<file path="config.mk">
export PLATFORM = sky130hd
export DESIGN_NAME = led_btn_ctrl
export DESIGN_NICKNAME = d
export VERILOG_FILES = /design/src/rtl/led_btn_ctrl_pkg.sv /design/src/rtl/btn_debounce.sv /design/src/rtl/led_btn_ctrl.sv
export SDC_FILE = /design/constraint.sdc
export NUM_CORES = 1
export LEC_CHECK = 0
export ABC_AREA = 1
export CAP_MARGIN = 5
export CELL_PAD_IN_SITES_DETAIL_PLACEMENT = 0
export CELL_PAD_IN_SITES_GLOBAL_PLACEMENT = 1
export CORE_ASPECT_RATIO = 2
export CORE_MARGIN = 4
export CORE_UTILIZATION = 31
export DETAILED_ROUTE_END_ITERATION = 12
export GPL_TIMING_DRIVEN = 0
export HOLD_SLACK_MARGIN = 0.15
export PLACE_DENSITY_LB_ADDON = 0.2
export REMOVE_ABC_BUFFERS = 1
export SLEW_MARGIN = 0
export SYNTH_ARGS = -nofsm -noshare
export SYNTH_HDL_FRONTEND = slang
export SYNTH_SLANG_ARGS = --single-unit
</file>
<file path="constraint.sdc">
create_clock -name clk -period 2.1 [get_ports clk]
set_input_delay 0.63 -clock clk [delete_from_list [all_inputs] [get_ports clk]]
set_output_delay 0.63 -clock clk [all_outputs]
set_load 0.03 [all_outputs]
</file>
<file path="src/rtl/led_btn_ctrl_pkg.sv">
`default_nettype none
// +--------------------------------------------------------------------+
// | led_btn_ctrl_pkg : LED modes and register map for led_btn_ctrl      |
// | Rev 1.0                                                             |
// +--------------------------------------------------------------------+
package led_btn_ctrl_pkg;

    typedef enum logic [1:0] {
        MODE_OFF    = 2'd0,
        MODE_ON     = 2'd1,
        MODE_TOGGLE = 2'd2,
        MODE_BLINK  = 2'd3
    } mode_e;

    localparam int MAX_LEDS = 8;
    localparam int MAX_BTNS = 4;

    localparam logic [31:0] ADDR_MODE_BASE   = 32'h0000_0000;
    localparam logic [31:0] ADDR_PERIOD_BASE = 32'h0000_0020;
    localparam logic [31:0] ADDR_LED_STATUS  = 32'h0000_0040;
    localparam logic [31:0] ADDR_PRESS_CNT   = 32'h0000_0044;
    localparam logic [31:0] ADDR_BTN_STATUS  = 32'h0000_0048;

    function automatic logic [31:0] mode_addr(input int idx);
        return ADDR_MODE_BASE + 32'(idx * 4);
    endfunction

    function automatic logic [31:0] period_addr(input int idx);
        return ADDR_PERIOD_BASE + 32'(idx * 4);
    endfunction

endpackage
`default_nettype wire

</file>
<file path="src/rtl/btn_debounce.sv">
`default_nettype none
// +--------------------------------------------------------------------+
// | btn_debounce : 2-FF synchroniser, debouncer and press pulse         |
// | Rev 1.0                                                             |
// +--------------------------------------------------------------------+
module btn_debounce #(
    parameter int DEBOUNCE_CYCLES_P = 1250000
) (
    input  logic clk,
    input  logic rst_n,
    input  logic btn_i,
    output logic level_o,
    output logic press_o
);

    localparam int               CNT_W    = $clog2(DEBOUNCE_CYCLES_P);
    localparam logic [CNT_W-1:0] CNT_LAST = CNT_W'(DEBOUNCE_CYCLES_P - 1);

    logic             sync1_q, sync2_q;
    logic             level_q, level_d;
    logic             press_q, press_d;
    logic [CNT_W-1:0] cnt_q, cnt_d;

    // Count consecutive samples that disagree with the accepted level.
    always_comb begin
        cnt_d   = cnt_q;
        level_d = level_q;
        press_d = 1'b0;
        if (sync2_q == level_q) begin
            cnt_d = '0;
        end else if (cnt_q == CNT_LAST) begin
            cnt_d   = '0;
            level_d = sync2_q;
            press_d = sync2_q;
        end else begin
            cnt_d = cnt_q + 1'b1;
        end
    end

    always_ff @(posedge clk or negedge rst_n) begin
        if (!rst_n) begin
            sync1_q <= 1'b0;
            sync2_q <= 1'b0;
            level_q <= 1'b0;
            press_q <= 1'b0;
            cnt_q   <= '0;
        end else begin
            sync1_q <= btn_i;
            sync2_q <= sync1_q;
            level_q <= level_d;
            press_q <= press_d;
            cnt_q   <= cnt_d;
        end
    end

    assign level_o = level_q;
    assign press_o = press_q;

endmodule
`default_nettype wire

</file>
<file path="src/rtl/led_btn_ctrl.sv">
`default_nettype none
// +--------------------------------------------------------------------+
// | led_btn_ctrl : register-controlled LEDs with debounced buttons      |
// | Rev 1.0                                                             |
// +--------------------------------------------------------------------+
module led_btn_ctrl
    import led_btn_ctrl_pkg::*;
#(
    parameter int NR_OF_LEDS_P      = 4,
    parameter int NR_OF_BTNS_P      = 4,
    parameter int DEBOUNCE_CYCLES_P = 1250000,
    parameter int ADDR_WIDTH_P      = 8
) (
    input  logic                    clk,
    input  logic                    rst_n,
    input  logic [NR_OF_BTNS_P-1:0] btn,
    output logic [NR_OF_LEDS_P-1:0] led,
    input  logic                    reg_wr_en,
    input  logic [ADDR_WIDTH_P-1:0] reg_wr_addr,
    input  logic [31:0]             reg_wr_data,
    input  logic                    reg_rd_en,
    input  logic [ADDR_WIDTH_P-1:0] reg_rd_addr,
    output logic [31:0]             reg_rd_data,
    output logic                    reg_rd_valid
);

    logic [MAX_BTNS-1:0] pulse_w;
    logic [MAX_BTNS-1:0] level_w;
    logic [MAX_LEDS-1:0] pulse_ext_w;

    for (genvar j = 0; j < MAX_BTNS; j++) begin : g_btn
        if (j < NR_OF_BTNS_P) begin : g_inst
            btn_debounce #(
                .DEBOUNCE_CYCLES_P(DEBOUNCE_CYCLES_P)
            ) u_btn_debounce (
                .clk    (clk),
                .rst_n  (rst_n),
                .btn_i  (btn[j]),
                .level_o(level_w[j]),
                .press_o(pulse_w[j])
            );
        end else begin : g_tie
            assign level_w[j] = 1'b0;
            assign pulse_w[j] = 1'b0;
        end
    end

    assign pulse_ext_w = MAX_LEDS'(pulse_w);

    mode_e                   mode_q   [NR_OF_LEDS_P];
    mode_e                   mode_d   [NR_OF_LEDS_P];
    logic [31:0]             period_q [NR_OF_LEDS_P];
    logic [31:0]             period_d [NR_OF_LEDS_P];
    logic [31:0]             blink_q  [NR_OF_LEDS_P];
    logic [31:0]             blink_d  [NR_OF_LEDS_P];
    logic [NR_OF_LEDS_P-1:0] led_q, led_d;
    logic [3:0][7:0]         press_q, press_d;
    logic [31:0]             rd_data_q, rd_data_d;
    logic                    rd_valid_q;

    logic [31:0]             wr_addr_w, rd_addr_w;
    logic [NR_OF_LEDS_P-1:0] wr_mode_w, wr_per_w;
    logic                    wr_clr_w;

    always_comb begin
        wr_addr_w = 32'(reg_wr_addr);
        rd_addr_w = 32'(reg_rd_addr);
        wr_mode_w = '0;
        wr_per_w  = '0;
        for (int i = 0; i < NR_OF_LEDS_P; i++) begin
            wr_mode_w[i] = reg_wr_en && (wr_addr_w == mode_addr(i));
            wr_per_w[i]  = reg_wr_en && (wr_addr_w == period_addr(i));
        end
        wr_clr_w = reg_wr_en && (wr_addr_w == ADDR_PRESS_CNT);
    end

    // LED behaviour follows the mode that will be in force after this edge.
    always_comb begin
        led_d = led_q;
        for (int i = 0; i < NR_OF_LEDS_P; i++) begin
            mode_d[i]   = wr_mode_w[i] ? mode_e'(reg_wr_data[1:0]) : mode_q[i];
            period_d[i] = wr_per_w[i] ? reg_wr_data : period_q[i];
            blink_d[i]  = '0;
            case (mode_d[i])
                MODE_OFF:    led_d[i] = 1'b0;
                MODE_ON:     led_d[i] = 1'b1;
                MODE_TOGGLE: if (pulse_ext_w[i]) led_d[i] = ~led_q[i];
                default: begin
                    if (!wr_mode_w[i] && !wr_per_w[i] && period_q[i] != 32'd0) begin
                        if (blink_q[i] == period_q[i] - 32'd1) begin
                            led_d[i] = ~led_q[i];
                        end else begin
                            blink_d[i] = blink_q[i] + 32'd1;
                        end
                    end
                end
            endcase
        end
    end

    always_comb begin
        press_d = press_q;
        for (int j = 0; j < MAX_BTNS; j++) begin
            if (wr_clr_w)        press_d[j] = {7'd0, pulse_w[j]};
            else if (pulse_w[j]) press_d[j] = press_q[j] + 8'd1;
        end
    end

    // Reads sample the pre-write register contents.
    always_comb begin
        rd_data_d = '0;
        for (int i = 0; i < NR_OF_LEDS_P; i++) begin
            if (rd_addr_w == mode_addr(i))   rd_data_d = {30'd0, mode_q[i]};
            if (rd_addr_w == period_addr(i)) rd_data_d = period_q[i];
        end
        if (rd_addr_w == ADDR_LED_STATUS) rd_data_d = 32'(led_q);
        if (rd_addr_w == ADDR_PRESS_CNT)  rd_data_d = press_q;
        if (rd_addr_w == ADDR_BTN_STATUS) rd_data_d = 32'(level_w);
        if (!reg_rd_en)                   rd_data_d = '0;
    end

    always_ff @(posedge clk or negedge rst_n) begin
        if (!rst_n) begin
            for (int i = 0; i < NR_OF_LEDS_P; i++) begin
                mode_q[i]   <= MODE_OFF;
                period_q[i] <= '0;
                blink_q[i]  <= '0;
            end
            led_q      <= '0;
            press_q    <= '0;
            rd_data_q  <= '0;
            rd_valid_q <= 1'b0;
        end else begin
            for (int i = 0; i < NR_OF_LEDS_P; i++) begin
                mode_q[i]   <= mode_d[i];
                period_q[i] <= period_d[i];
                blink_q[i]  <= blink_d[i];
            end
            led_q      <= led_d;
            press_q    <= press_d;
            rd_data_q  <= rd_data_d;
            rd_valid_q <= reg_rd_en;
        end
    end

    assign led          = led_q;
    assign reg_rd_data  = rd_data_q;
    assign reg_rd_valid = rd_valid_q;

endmodule
`default_nettype wire

</file>
# Word-level counts from Yosys, hierarchy flattened
# Index checks and enable logic that the tools add are counted.
dict set report word_totals {
  elab_cells 235
  out_inout_bits 37
  register_bits 433
}
dict set report op_classes {
  mux 68
  n_reduce_logical 59
  eq_ne 42
  n_addsub 16
  bitwise 8
}
# op count
set op_table {}
lappend op_table {{two-way mux 32 bit} 23}
lappend op_table {{two-way mux 21 bit} 8}
lappend op_table {{adder 32 x 1 -> 32 bit, second input constant} 4}
lappend op_table {{equality test 32 bit} 4}
lappend op_table {{nonzero test 32 bit} 4}
lappend op_table {{subtractor 32 x 1 -> 32 bit, second input constant} 4}
lappend op_table {{adder 21 x 1 -> 21 bit, second input constant} 4}
lappend op_table {{equality test 21 bit, second input constant} 4}
lappend op_table {{equality test 8 x 6 -> 1 bit, second input constant} 8}
lappend op_table {{two-way mux 8 bit} 8}
lappend op_table {{adder 8 x 1 -> 8 bit, second input constant} 4}
lappend op_table {{equality test 8 x 4 -> 1 bit, second input constant} 4}
lappend op_table {{equality test 8 x 7 -> 1 bit, second input constant} 4}
lappend op_table {{logical NOT 32 bit} 1}
lappend op_table {{nonzero test 4 bit} 8}
lappend op_table {{two-way mux 1 bit} 20}
lappend op_table {{logical AND 1 bit} 17}
lappend op_table {{equality test 8 x 3 -> 1 bit, second input constant} 2}
lappend op_table {{case mux 1 bit (3 select lines)} 4}
lappend op_table {{AND reduction 3 bit} 4}
lappend op_table {{OR reduction 3 bit} 4}
lappend op_table {{two-way mux 2 bit} 5}
lappend op_table {{equality test 2 x 1 -> 1 bit, second input constant} 4}
lappend op_table {{equality test 2 bit, second input constant} 4}
lappend op_table {{8 further kinds} 37}

# Logic depth before layout (Yosys ltp)
dict set report logic_depth {
  word_depth 13
  ltp_mapped 19
}

# Modules after synthesis
# From an unflattened synthesis, not the netlist that was laid out.
dict set report unflattened {
  hier_cells 3558
  area_unflattened_um2 26798.2
}
# mod cells_per_inst instances area_each_um2
set modules_own_cells {}
lappend modules_own_cells {led_btn_ctrl 2810 1 21182.8}
lappend modules_own_cells {btn_debounce 187 4 1403.8}

# Worst setup path after synthesis
# No wires, ideal clock.
dict set report synth_path {
  path_type {input to register}
  startpoint {input port reg_wr_addr[5]}
  endpoint {register led_q[1] (netlist: led[1])}
  t_arrival_ns 2.167
  setup_slack_ns -0.185
  n_path_buf 0
  stages 13
  path_cell_list {nor4_2 nand2_1 inv_1 nand2_1 o21ai_0 inv_1 ha_1 inv_1 nor2_1 nand2_1 nand2_1 nand2_1 nand2_1}
}
# item line
set synth_lines {}
lappend synth_lines {{from (decl)} led_btn_ctrl.sv:19} ;# input logic [ADDR_WIDTH_P-1:0] reg_wr_addr,
lappend synth_lines {{to (signal assigned)} led_btn_ctrl.sv:139} ;# led_q <= led_d;
lappend synth_lines {{to (decl)} led_btn_ctrl.sv:56} ;# logic [NR_OF_LEDS_P-1:0] led_q, led_d;

==> results.json <==
{
  "ys_seq_area_share_pct": 42.3,
  "synth-edff-count": 0,
  "worst_path_largest_cell_delay_ns": 0.43,
  "gp_congestion": 0.903,
  "whs_path_depth": 0,
  "crit_chain": "clkinvlp_4 -> ha_4 -> nand3_4 -> nor2_4 -> nand2_2 -> nor2_4 -> nand2_4 -> nor2_4 -> nand2_1 -> nand2_1 -> nand2_1 -> nand3_1 -> nor2_2 -> nand3_1 -> nand3_4 -> buf_12 -> nor3b_1",
  "swShare_pct": 30.7,
  "clockBufferDepth": 3,
  "cts_made_buffers": 46,
  "core-area_um2": 81700,
  "worst_pin_slew_ns": 0.876,
  "area_growth_pct": 23.1,
  "cp_data_arrival_time_ns": 3.23,
  "r2r-start": "period_q[64]",
  "nets": 3567,
  "cp_max_fo": 16,
  "p_seq_share_pct": 42.9,
  "hold_path.class": "reg2reg",
  "cp-end-kind": "register",
  "wl_per_cell_um": 21.0,
  "remaining_drc_errors": 0,
  "synth_compound_area_share_pct": 8.44,
  "critical_path.top_delay_family": "simple AND/OR/NAND/NOR gates",
  "drv_slew": 0,
  "synth-simple-area-share_pct": 30.1,
  "die_w_um": 211,
  "fin_crit_sh_pct": 129,
  "cts_tree": "done",
  "combPwrFrac_pct": 16.7,
  "timing.slew.headroom_pct": 41.5,
  "final_area_um2": 31500,
  "synthAdderAreaFrac_pct": 1.22,
  "ys.flop_type": "dfrtp_1",
  "skew_ns": 0.0278,
  "grt_use_total_pct": 21.6,
  "worstSetupPathType": "reg2reg",
  "reg2reg_slack_ns": -0.60,
  "htree_levels": 2,
  "power.leakage_nw": 13.7,
  "drtAntennaViolNets": 0,
  "grt_pass1_vias": 23235,
  "root_buffer": "clkbuf_16",
  "synthCells": 3308,
  "drive_gt1_share_pct": 16.3,
  "vdd_drop_max_mv": 0.642,
  "async_flop_share_pct": 100,
  "routed_via_density": 4.90,
  "max-cap-violations": 0,
  "vias": 22395,
  "setup_viol": 205,
  "initial_utilization_pct": 31.3,
  "syn_area_um2": 25600,
  "die_h_um": 414,
  "hpwl_um": 72200,
  "port_buffers": 92,
  "hp-start": "g_btn[3].g_inst.u_btn_debounce.sync1_q",
  "totalWireLength_um": 96300,
  "whs_endpoint": "g_btn[3].g_inst.u_btn_debounce.sync2_q",
  "dieArea_um2": 87500,
  "startpoint_type": "register",
  "antenna_found_initial": 3,
  "pwr-share-clk_pct": 40.3,
  "grt-ovfl-total": 0,
  "crit_required_ns": 2.62,
  "post-route-util_pct": 38.6,
  "synth_cell_types": 61,
  "cp_slowest_cell": "dfrtp_2",
  "status": "finished with violations",
  "rr_endpoint": "blink_q[66]",
  "worst_slack_ns": -0.604,
  "rsz0062_at_grt": "true",
  "tns_ns": -69.00,
  "ys_ff_latch": 433,
  "violations": "negative setup slack",
  "ys.warnings.count": 0,
  "finalHoldViolCount": 0,
  "avgSynthCellArea_um2": 7.74,
  "rr_worst_depth": 17,
  "clk_latency_ns": 0.64,
  "nFillCells": 8468,
  "grt_max_degree": 105,
  "crit_buf_inv": 2,
  "powerDensity_nw_per_um2": 675,
  "muxShareOfSynthArea_pct": 0,
  "pin_count": 93,
  "clk_pin_slew_ns": 0.06,
  "dp_slack_ns": -2.86,
  "dr.pass1.iters": 5,
  "row_count": 148,
  "drt_iter0_drc": 1290,
  "clkSinkCount": 433,
  "synth-xor-area-share_pct": 10.3,
  "grt_pass1_wl_um": 144000,
  "fmax_mhz": 370,
  "synth_top_family_by_area": "simple AND/OR/NAND/NOR gates",
  "placed_area_um2": 27800,
  "min_period_ns": 2.70,
  "switchingPower_mw": 6.53,
  "internal_power_mw": 14.7
}
kinds of logic after synthesis:
logic type / after synthesis
AO/OA/AOI/OAI: 389
XOR/XNOR: 288
adder cells (fa/ha/maj): 25
buffers and inverters: 492
flip-flops: 433
AND/OR/NAND/NOR: 1681
state kept, by name, summed over array words and instances (netlist names):
name / flops
g_btn.g_inst.u_btn_debounce.sync1_q: 4
g_btn.g_inst.u_btn_debounce.press_o: 4
g_btn.g_inst.u_btn_debounce.level_o: 4
g_btn.g_inst.u_btn_debounce.cnt_q: 84
period_q: 128
mode_q: 8
reg_rd_valid: 1
press_q: 32
led: 4
blink_q: 128
g_btn.g_inst.u_btn_debounce.sync2_q: 4
reg_rd_data: 32
placed cells by master (no fill, tap or decap), types with 14 or more instances in the layout:
master           instances
nor3_2                  26
dfrtp_1                406
xor2_1                 192
nand2_1                634
a31oi_1                 15
dfrtp_2                 27
nand4_1                 61
clkbuf_1                14
ha_1                    17
nor4_1                  17
nor3b_1                 16
clkdlybuf4s50_1         77
inv_1                  393
a211oi_1                14
o21ai_0                200
o21ai_1                 14
a21oi_1                 80
nor2_4                  50
nor3_4                  15
nor2_2                  92
nand3_2                 25
xnor2_1                 85
nor3_1                  74
nor2_1                 437
nand2_2                 35
nand3_1                129
clkbuf_16               47
buf_4                   54
buf_12                  17
Yosys cell counts (all sizes together), types with 19 or more instances:
cell type	n	area, µm²
xnor2	85	744
nand4	63	415
clkbuf	48	180
nor2	577	2420
nand2	680	2600
a21oi	87	447
nor3	115	728
inv	415	1560
nand3	163	903
xor2	194	1700
buf	21	175
nor4	24	188
ha	25	313
nor3b	19	153
dfrtp	433	10800
o21ai	221	1110
power by group through the flow:
stage | registers [mW] | logic (mW) | clock network [mW]
2_1_floorplan | 9.11 | 2.00 | 0
3_3_place_gp | 9.28 | 3.09 | 0
3_5_place_dp | 9.26 | 3.12 | 0
4_1_cts | 9.11 | 3.38 | 8.87
5_1_grt | 9.15 | 3.97 | 9.11
6_report | 9.13 | 3.56 | 8.58
how the worst max path moves through the flow:
stage / start / to / cells after the start
after floorplan: reg_wr_addr[1] / blink_q[66] / 8
final: period_q[64] / blink_q[66] / 17
after global routing: period_q[64] / led[1] / 16
after CTS: period_q[64] / led[1] / 17
after detailed placement: reg_rd_addr[1] / reg_rd_data[16] / 9
after global placement: rst_n / reg_rd_data[10] / 1
per-layer routing:
metal  GRT usage (%)  wire, µm  up-vias  part of all wire, %
li1                -         -    10972                    -
met1            22.3     34200    10817                   35
met2            41.8     53000      412                   55
met3            2.54      2920      192                  3.0
met4            11.3      6170        2                  6.4
met5               0        13        -                0.014
repair_timing:
action / CTS / global route
pin swaps: 41 / 39
hold buffers: 1 / 0
hold endpoints to repair: 65 / 0
setup endpoints to repair: 322 / 489
cloned: 12 / 2
resized for setup: 242 / 142
setup buffers: 50 / 23
area by class of cell:
| type | count | area (µm²) | area share, % |
|---|---|---|---|
| Tap cell | 1050 | 1310 | 4.17 |
| Timing Repair Buffer | 186 | 2000 | 6.35 |
| Clock inverter | 11 | 153 | 0.484 |
| Timing Repair inverter | 3 | 35.0 | 0.111 |
| Inverter | 423 | 1660 | 5.26 |
| Antenna cell | 4 | 10.0 | 0.0318 |
| Clock buffer | 72 | 1370 | 4.34 |
| Multi-Input combinational cell | 2393 | 14100 | 44.8 |
| Sequential cell | 433 | 10900 | 34.5 |
metrics by stage:
stage	hold WS (ns)	power [mW]	instances
floorplan	0.331	11.1	3239
global placement	0.340	12.4	4381
detailed placement	0.335	12.4	4400
CTS	0.349	21.4	4546
global route	0.367	22.2	4571
finish	0.347	21.3	4575
Power figures use the tool's default switching activity.
